`src/rtl/data_mem_arb_pkg.sv`:
```
// Shared definitions for the data memory arbiter.
// Holds the FSM state encodings, port indices, bus widths and the access
// legality check used when a transaction is latched.
package data_mem_arb_pkg;

  localparam int ADDR_W = 32;
  localparam int DATA_W = 32;

  localparam int PORT_CORE = 0;
  localparam int PORT_DBG  = 1;

  typedef logic [1:0] state_t;

  localparam state_t ST_IDLE   = 2'd0;
  localparam state_t ST_ACCESS = 2'd1;
  localparam state_t ST_DONE   = 2'd2;

  // An access is rejected when it is not word aligned or falls past the end
  // of the memory (limit is the size of the memory in bytes).
  function automatic logic addr_bad(input logic [ADDR_W-1:0] a,
                                    input logic [ADDR_W-1:0] limit);
    return (a[1:0] != 2'b00) || (a >= limit);
  endfunction

endpackage

```
`src/rtl/data_mem_arbiter_rr_arb2.sv`:
```
// Two-requester arbiter, purely combinational.
// Ports:
//   req        in  2  per-port request
//   last       in  1  port that won the previous transaction
//   fixed_prio in  1  1 = port 0 always wins a tie
//   gnt        out 2  one-hot grant, zero when nobody requests
module rr_arb2 (
  input  logic [1:0] req,
  input  logic       last,
  input  logic       fixed_prio,
  output logic [1:0] gnt
);

  // On a tie the port that did not win last time goes next (unless fixed).
  always_comb begin
    gnt = 2'b00;
    case (req)
      2'b01:   gnt = 2'b01;
      2'b10:   gnt = 2'b10;
      2'b11: begin
        if (fixed_prio || last) begin
          gnt = 2'b01;
        end else begin
          gnt = 2'b10;
        end
      end
      default: gnt = 2'b00;
    endcase
  end

endmodule

```
`src/rtl/data_mem_arbiter.sv`:
```
// Arbiter sharing one single-port word-addressed data memory between the
// core load/store unit (port 0) and the loader/debug port (port 1).
// Each access runs IDLE -> ACCESS -> DONE with a one-cycle ack pulse.
// Ports:
//   Clk, reset                       clock, synchronous active-high reset
//   req/we [1:0]                     per-port request and write enable
//   addr0/addr1, wdata0/wdata1       per-port byte address and store data
//   ack/err [1:0], rdata             completion pulse, reject flag, load data
//   MemAddress/MemWriteData          memory address and write data
//   MemWrite/MemRead                 memory strobes (only high in ACCESS)
//   MemReadData                      memory read data (combinational)
module data_mem_arbiter
  import data_mem_arb_pkg::*;
#(
  parameter int DEPTH      = 32,
  parameter bit FIXED_PRIO = 1'b0
) (
  input  logic              Clk,
  input  logic              reset,
  input  logic [1:0]        req,
  input  logic [1:0]        we,
  input  logic [ADDR_W-1:0] addr0,
  input  logic [ADDR_W-1:0] addr1,
  input  logic [DATA_W-1:0] wdata0,
  input  logic [DATA_W-1:0] wdata1,
  output logic [1:0]        ack,
  output logic [1:0]        err,
  output logic [DATA_W-1:0] rdata,
  output logic [ADDR_W-1:0] MemAddress,
  output logic [DATA_W-1:0] MemWriteData,
  output logic              MemWrite,
  output logic              MemRead,
  input  logic [DATA_W-1:0] MemReadData
);

  localparam logic [ADDR_W-1:0] LIMIT = ADDR_W'(DEPTH * 4);

  state_t            r_state;
  state_t            w_next;
  logic              r_last;
  logic              r_win;
  logic              r_we;
  logic              r_bad;
  logic [ADDR_W-1:0] r_addr;
  logic [DATA_W-1:0] r_wdata;
  logic [1:0]        r_ack;
  logic [1:0]        r_err;
  logic [DATA_W-1:0] r_rdata;

  logic [1:0]        w_gnt;
  logic              w_win;
  logic [ADDR_W-1:0] w_addr;
  logic [1:0]        w_win_oh;

  rr_arb2 u_arb (
    .req        (req),
    .last       (r_last),
    .fixed_prio (FIXED_PRIO),
    .gnt        (w_gnt)
  );

  assign w_win    = w_gnt[PORT_DBG];
  assign w_addr   = w_win ? addr1 : addr0;
  assign w_win_oh = r_win ? 2'b10 : 2'b01;

  // State register.
  always_ff @(posedge Clk) begin
    if (reset) begin
      r_state <= ST_IDLE;
    end else begin
      r_state <= w_next;
    end
  end

  // Next-state logic: one transaction in flight, fixed three-cycle walk.
  always_comb begin
    w_next = ST_IDLE;
    case (r_state)
      ST_IDLE: begin
        if (req != 2'b00) begin
          w_next = ST_ACCESS;
        end else begin
          w_next = ST_IDLE;
        end
      end
      ST_ACCESS: w_next = ST_DONE;
      ST_DONE:   w_next = ST_IDLE;
      default:   w_next = ST_IDLE;
    endcase
  end

  // Transaction latch and response registers; inputs only sampled in IDLE.
  always_ff @(posedge Clk) begin
    if (reset) begin
      r_last  <= 1'b1;
      r_win   <= 1'b0;
      r_we    <= 1'b0;
      r_bad   <= 1'b0;
      r_addr  <= '0;
      r_wdata <= '0;
      r_ack   <= 2'b00;
      r_err   <= 2'b00;
      r_rdata <= '0;
    end else begin
      r_ack <= 2'b00;
      r_err <= 2'b00;
      case (r_state)
        ST_IDLE: begin
          if (req != 2'b00) begin
            r_win   <= w_win;
            r_we    <= we[w_win];
            r_addr  <= w_addr;
            r_wdata <= w_win ? wdata1 : wdata0;
            r_bad   <= addr_bad(w_addr, LIMIT);
          end
        end
        ST_ACCESS: begin
          r_ack   <= w_win_oh;
          r_err   <= r_bad ? w_win_oh : 2'b00;
          r_rdata <= (!r_we && !r_bad) ? MemReadData : '0;
        end
        ST_DONE: r_last <= r_win;
        default: r_last <= r_last;
      endcase
    end
  end

  // Memory strobes decode the state; reset blocks a write at the closing edge.
  always_comb begin
    MemWrite = 1'b0;
    MemRead  = 1'b0;
    if (r_state == ST_ACCESS && !r_bad && !reset) begin
      MemWrite = r_we;
      MemRead  = !r_we;
    end else begin
      MemWrite = 1'b0;
      MemRead  = 1'b0;
    end
  end

  assign MemAddress   = r_addr;
  assign MemWriteData = r_wdata;
  assign ack          = r_ack;
  assign err          = r_err;
  assign rdata        = r_rdata;

endmodule

```
`config.mk`:
```
export PLATFORM = sky130hd
export DESIGN_NAME = data_mem_arbiter
export DESIGN_NICKNAME = d
export VERILOG_FILES = /design/src/rtl/data_mem_arb_pkg.sv /design/src/rtl/data_mem_arbiter_rr_arb2.sv /design/src/rtl/data_mem_arbiter.sv
export SDC_FILE = /design/constraint.sdc
export NUM_CORES = 1
export LEC_CHECK = 0
export CORE_UTILIZATION = 37
export DETAILED_ROUTE_END_ITERATION = 7
export PLACE_DENSITY = 0.84
export SYNTH_ARGS = -nofsm -noshare
export SYNTH_HDL_FRONTEND = slang
export SYNTH_SLANG_ARGS = --single-unit
```
`constraint.sdc`:
```
create_clock -name Clk -period 1.6 [get_ports Clk]
set_clock_uncertainty 0.05 [all_clocks]
set_input_delay 0.24 -clock Clk [delete_from_list [all_inputs] [get_ports Clk]]
set_output_delay 0.24 -clock Clk [all_outputs]
set_load 0.01 [all_outputs]
```
==> results of run 1 <==
==> path summary, 6_finish.rpt <==
check	end	startpoint	slack, ns
setup / recovery	MemWriteData[9]	req[0]	0.01
hold / removal	r_last	reset	0.22
setup reg to reg	MemWriteData[9]	r_last	0.02
hold reg to reg	MemAddress[5]	MemAddress[5]	0.41
==> cells by family (layout without fill, tap and decap cells) <==
| kind of cell | after synthesis | after routing | synth area share [%] |
|---|---|---|---|
| simple gates | 219 | 219 | 20.3 |
| buf+inv | 45 | 328 | 5.86 |
| compound gates | 113 | 113 | 25.8 |
| flops | 106 | 106 | 48.0 |
==> worst max-delay path, stage by stage <==
cell             delay, ns
clkdlybuf4s50_1       0.44
buf_4                 0.16
a21boi_4              0.22
buf_4                 0.25
nand2_1               0.09
a311oi_1              0.34
==> metal layers <==
layer  up-vias  GRT usage (%)  wire [microns]
li1       2292              -               -
met1      2295           28.1            6130
met2       275           43.5            7780
met3        54           5.03            1240
met4         0           14.1             710
met5         -              0               0
==> timing repair <==
item / in CTS / in global routing
setup endpoints to repair: 3 / 60
cloned: 0 / 2
setup buffers: 0 / 1
pin swaps: 4 / 4
gates resized for setup: 8 / 5
==> placed cells by master, fill, tap and decap left out, drive strengths merged <==
cell,count
clkdlybuf4s50,262
nand2,126
dfxtp,106
nor2,67
a311oi,60
buf,42
a22o,32
clkbuf,13
nor4,12
a21oi,8
a32oi,5
inv,5
nand3,4
and3,3
o21ai,3
nand4,2
and2,2
clkinvlp,2
dlymetal6s2s,2
nor3,2
clkinv,2
nor3b,1
o21a,1
a21boi,1
a21bo,1
o2111a,1
a22oi,1
==> power groups by stage <==
stage	Combinational [mW]	Sequential (mW)	Clock (mW)
final	1.98	3.02	2.13
after global routing	2.11	3.05	2.29
after CTS	1.93	3.02	2.19
after detailed placement	1.92	3.07	0
after global placement	1.87	3.06	0
after floorplan	0.698	3.17	0
==> registers in the layout, indices dropped and copies added, names as in the netlist <==
name	cells
r_win	1
err	2
MemAddress	32
r_we	1
r_bad	1
rdata	32
MemWriteData	32
ack	2
r_last	1
r_state	2
==> layout make-up <==
type,instances,area [sq um]
clock buffers,10,239
well taps,143,179
multi-input cells,332,2070
repair buffers,309,3090
flip-flops and latches,106,2120
inverters,3,11.3
clock inverters,6,48.8
fillers,872,3750
==> metrics by stage <==
stage	util (%)	worst slack [ns]	area [sq um]
2_1_floorplan	-	0.288	4420
3_3_place_gp	64.3	-0.241	7400
3_5_place_dp	64.3	-0.272	7400
4_1_cts	66.8	0.00798	7700
5_1_grt	67.4	0.00485	7760
6_report	67.4	0.0148	7760
==> results.cfg, run 1 <==
[die]
dieHeight_microns = 111
rows = 39
ioPinCount = 268
die_w_microns = 111
dieArea_sq_um = 12400
start_util_pct = 38.4
core_sq_um = 11500

[cts]
clkLatencyLatePin_ns = 0.34
cts_sinks = 106
clk_pin_slew_ns = 0.07
cts_tree = built
cts_buffers = 9
ctsHoldBuffers = 0
cts_htree_levels = 3
clock_path_buffers = 2
root_buffer = clkbuf_16

[sta]
slew_headroom_pct = 58.8
period_share_pct = 99.1
drv_slew = 0
rsz0062_at_grt = false
whs_ns = 0.218
tightest_slew_ns = 0.618
setup_viol_count_final = 0
hold_viol = 0
max_freq_mhz = 631
period_minus_slack_ns = 1.59
tns_ns = 0

[hold_path]
hp-class = in2reg
min_path_cells = 4

[setup_path]
arrival_ns = 1.76
path_max_fanout = 15
reg2regPathDepth = 4
end_kind = flop
critPathLaunchType = input pin
worstSetupPathType = in2reg
required_ns = 1.77

[power_and_ir_drop]
p_sw_mw = 2.00
p_per_area_nw_per_um2 = 919
power_leakage_nw = 3.01
seqPwrFrac_pct = 42.3
power_mw = 7.13
max-vdd-ir-drop_v = 0.000526
swShare_pct = 28.1
p_int_mw = 5.13
p_comb_share_pct = 27.8
clkPwrFrac_pct = 29.9

[route]
drt_iter0_markers = 562
viasPerCell = 5.41
drt-total-wl_mm = 15.9
via_count = 4916
postRouteAntennaNets = 0
dr.pass1.iters = 7
routedWlPerCell_microns = 17.4
remaining_drc_errors = 38

[yosys]
yosysWarnings = 0
postSynthRegisterBits = 106
ys.flop_type = dfxtp_1
yosys-top-cells-area = dfxtp_1 (48%), nand2_1 (11%), a311oi_2 (10%), a22o_1 (6.3%), a311oi_1 (5.9%)
synth_top_area_share_pct = 48.0
postSynthCellCount = 483
synth_commonest_cells = nand2_1 (126), dfxtp_1 (106), nor2_1 (67)
synth_most_common_cell = nand2_1
syn_nets = 649
synth_edf_count = 0
ys_types = 29
async_flop_share_pct = 0
synth_seq_area_share_pct = 48.0
postSynthAreaPerCell_sq_um = 9.15
synth_top_cell_by_area = dfxtp_1
synthesis.area_sq_um = 4420

[placed_design]
io_buffers = 267
place.gp.congestion = 0.935
dp_cells = 890
dpl.hpwl_mm = 11.7

[global_routing]
grt_pass1_vias = 4880
overflow = 0
grt_pass1_wl_mm = 24.5
grt_usage_pct = 24.9
antenna_found_initial = 0
grt_max_degree = 45

[cells_and_area]
syn_to_final_growth_pct = 75.7
nNetsFinal = 927
n_antenna_cell = 0
fin_cells = 909
final_layout_size_suffix_gt1_share_pct = 13.2

[run_status]
outcome = complete, but fails checks
violations = DRC

[flow_run]
max-cap-violations = 0
Power figures use the tool's default switching activity.
==> run 2, diff against run 1 <==
- ABC_AREA: unset -> 0
==> results of run 2 <==
No change in the layout: final DEF, timing and power equal those of run 1.
==> run 3, diff against run 2 <==
- CORE_MARGIN: unset -> 5
==> run 3 against run 2 <==
Compared with the run above:
- the flow now finishes without violations
- via count is 0.65% lower
- sequential power about the same
- maximum frequency rose by 0.81%
- flip-flop and latch count unchanged
- final cell count rose by 0.22%
==> results.cfg, run 3 (same netlist as run 1, synthesis figures left out) <==
[run_status]
outcome = finished, final reports clean

[placed_design]
pre_cts_ws_ns = -0.280
io_buffers = 267
dpl_cell_area_sq_um = 7430
dp_cells = 894
dpl.hpwl_mm = 12.5
place.gp.congestion = 0.900

[setup_path]
critical-path-max-stage-delay_ns = 0.44
arrival_ns = 1.71
critPathTopFamily = buffers and inverters
end_kind = flop
slowest_stage = clkdlybuf4s50_1
path_buf_inv = 3
path_max_fanout = 22
crit_path_cell_trace = clkdlybuf4s50_1, buf_4, o21a_4, bufbuf_16, a32oi_1, a21oi_1
critPathLaunchType = input pin
required_ns = 1.74
worstSetupPathType = in2reg

[flow_run]
max-cap-violations = 0

[die]
dieHeight_microns = 119
start_util_pct = 37.2
ioPinCount = 268
core_sq_um = 11900
rows = 40
die_w_microns = 119
dieArea_sq_um = 14200

[route]
postRouteAntennaNets = 0
routedWlPerCell_microns = 18.2
remaining_drc_errors = 0
drt-total-wl_mm = 16.6
drt_iter0_markers = 353
dr.pass1.iters = 5
via_count = 4884
viasPerCell = 5.36

[cts]
clk_pin_slew_ns = 0.07
cts_tree = built
cts_htree_levels = 3
cts_buffers = 9
cts_sinks = 106
clkLatencyLatePin_ns = 0.34
ctsHoldBuffers = 0
clock_path_buffers = 2
root_buffer = clkbuf_16

[power_and_ir_drop]
max-vdd-ir-drop_v = 0.000467
p_sw_mw = 2.00
p_int_mw = 5.23
seqPwrFrac_pct = 41.9
p_per_area_nw_per_um2 = 929
clkPwrFrac_pct = 30.9
power_leakage_nw = 3.00
swShare_pct = 27.6
power_mw = 7.23
p_comb_share_pct = 27.2

[cells_and_area]
fillers = 945
nNetsFinal = 925
final_layout_size_suffix_gt1_share_pct = 13.0
final_common_cell = clkdlybuf4s50_1
final_cell_mix = clkdlybuf4s50_1 (262), nand2_1 (126), dfxtp_1 (106), nor2_1 (66), a22o_1 (32)
syn_to_final_growth_pct = 76.1
final_util_pct = 65.6
fin_cells = 911
n_antenna_cell = 0
fin_area_sq_um = 7780

[sta]
period_share_pct = 98.3
max_freq_mhz = 636
slew_headroom_pct = 37.9
setup_ws_ns = 0.0275
tightest_slew_ns = 0.931
setup_viol_count_final = 0
rsz0062_at_grt = true
period_minus_slack_ns = 1.57
hold_viol = 0
drv_slew = 0

[global_routing]
overflow = 0
antenna_found_initial = 0
grt_max_degree = 69
grt_pass1_wl_mm = 25.8
grt_pass1_vias = 4808
grt_usage_pct = 22.4

[hold_path]
hp-class = in2reg
run 3: per-layer routing:
metal | vias to the layer above | global-route usage, % | share of wire (%)
met5 | - | 0 | 0
met4 | 0 | 9.05 | 2.9
met3 | 41 | 4.89 | 7.5
met2 | 255 | 39.3 | 51
met1 | 2300 | 26.3 | 39
li1 | 2288 | - | -
run 3: stage by stage:
| stage | setup TNS, ns | hold WS [ns] |
|---|---|---|
| final | 0 | 0.204 |
| after global routing | -0.156 | 0.220 |
| after CTS | 0 | 0.188 |
| after detailed placement | -17.02 | 0.400 |
| after global placement | -13.53 | 0.390 |
| after floorplan | 0 | 0.323 |
run 3: final cells by class:
cell class | count | area, sq um | area share [%]
clock buffers | 9 | 225 | 2.89
clock inverters | 7 | 77.6 | 0.997
inverters | 3 | 11.3 | 0.145
multi-input cells | 332 | 2070 | 26.6
flip-flops and latches | 106 | 2120 | 27.3
well taps | 147 | 184 | 2.36
repair buffers | 307 | 3090 | 39.7
run 3: power groups by stage:
stage,combinational [mW],sequential [mW],clock (mW)
floorplan,0.698,3.17,0
global placement,1.88,3.07,0
detailed placement,1.92,3.08,0
CTS,1.97,3.03,2.30
global route,2.10,3.05,2.40
finish,1.97,3.03,2.24
run 3: timing repair:
action	4_1_cts	5_1_grt
setup endpoints to repair	4	61
endpoints found under the hold margin	0	0
pin swaps	0	3
cloned	1	0
buffers inserted	0	0
resized for setup	10	5
run 3: worst paths after layout:
check | startpoint | cells past startpoint | end | slack (ns)
worst max-delay path | req[1] | 6 | MemAddress[2] | 0.03
worst min-delay path | reset | 4 | r_last | 0.20
worst max register to register | r_last | 4 | MemWriteData[16] | 0.06
worst min register to register | MemAddress[4] | 2 | MemAddress[4] | 0.41
run 3: worst register-to-register path, delay by kind of cell, from the launching register on:
family	cells	cell delay, ns
AO/OA/AOI/OAI	2	0.64
flip-flops	1	0.42
buffers and inverters	1	0.23
AND/OR/NAND/NOR	1	0.09
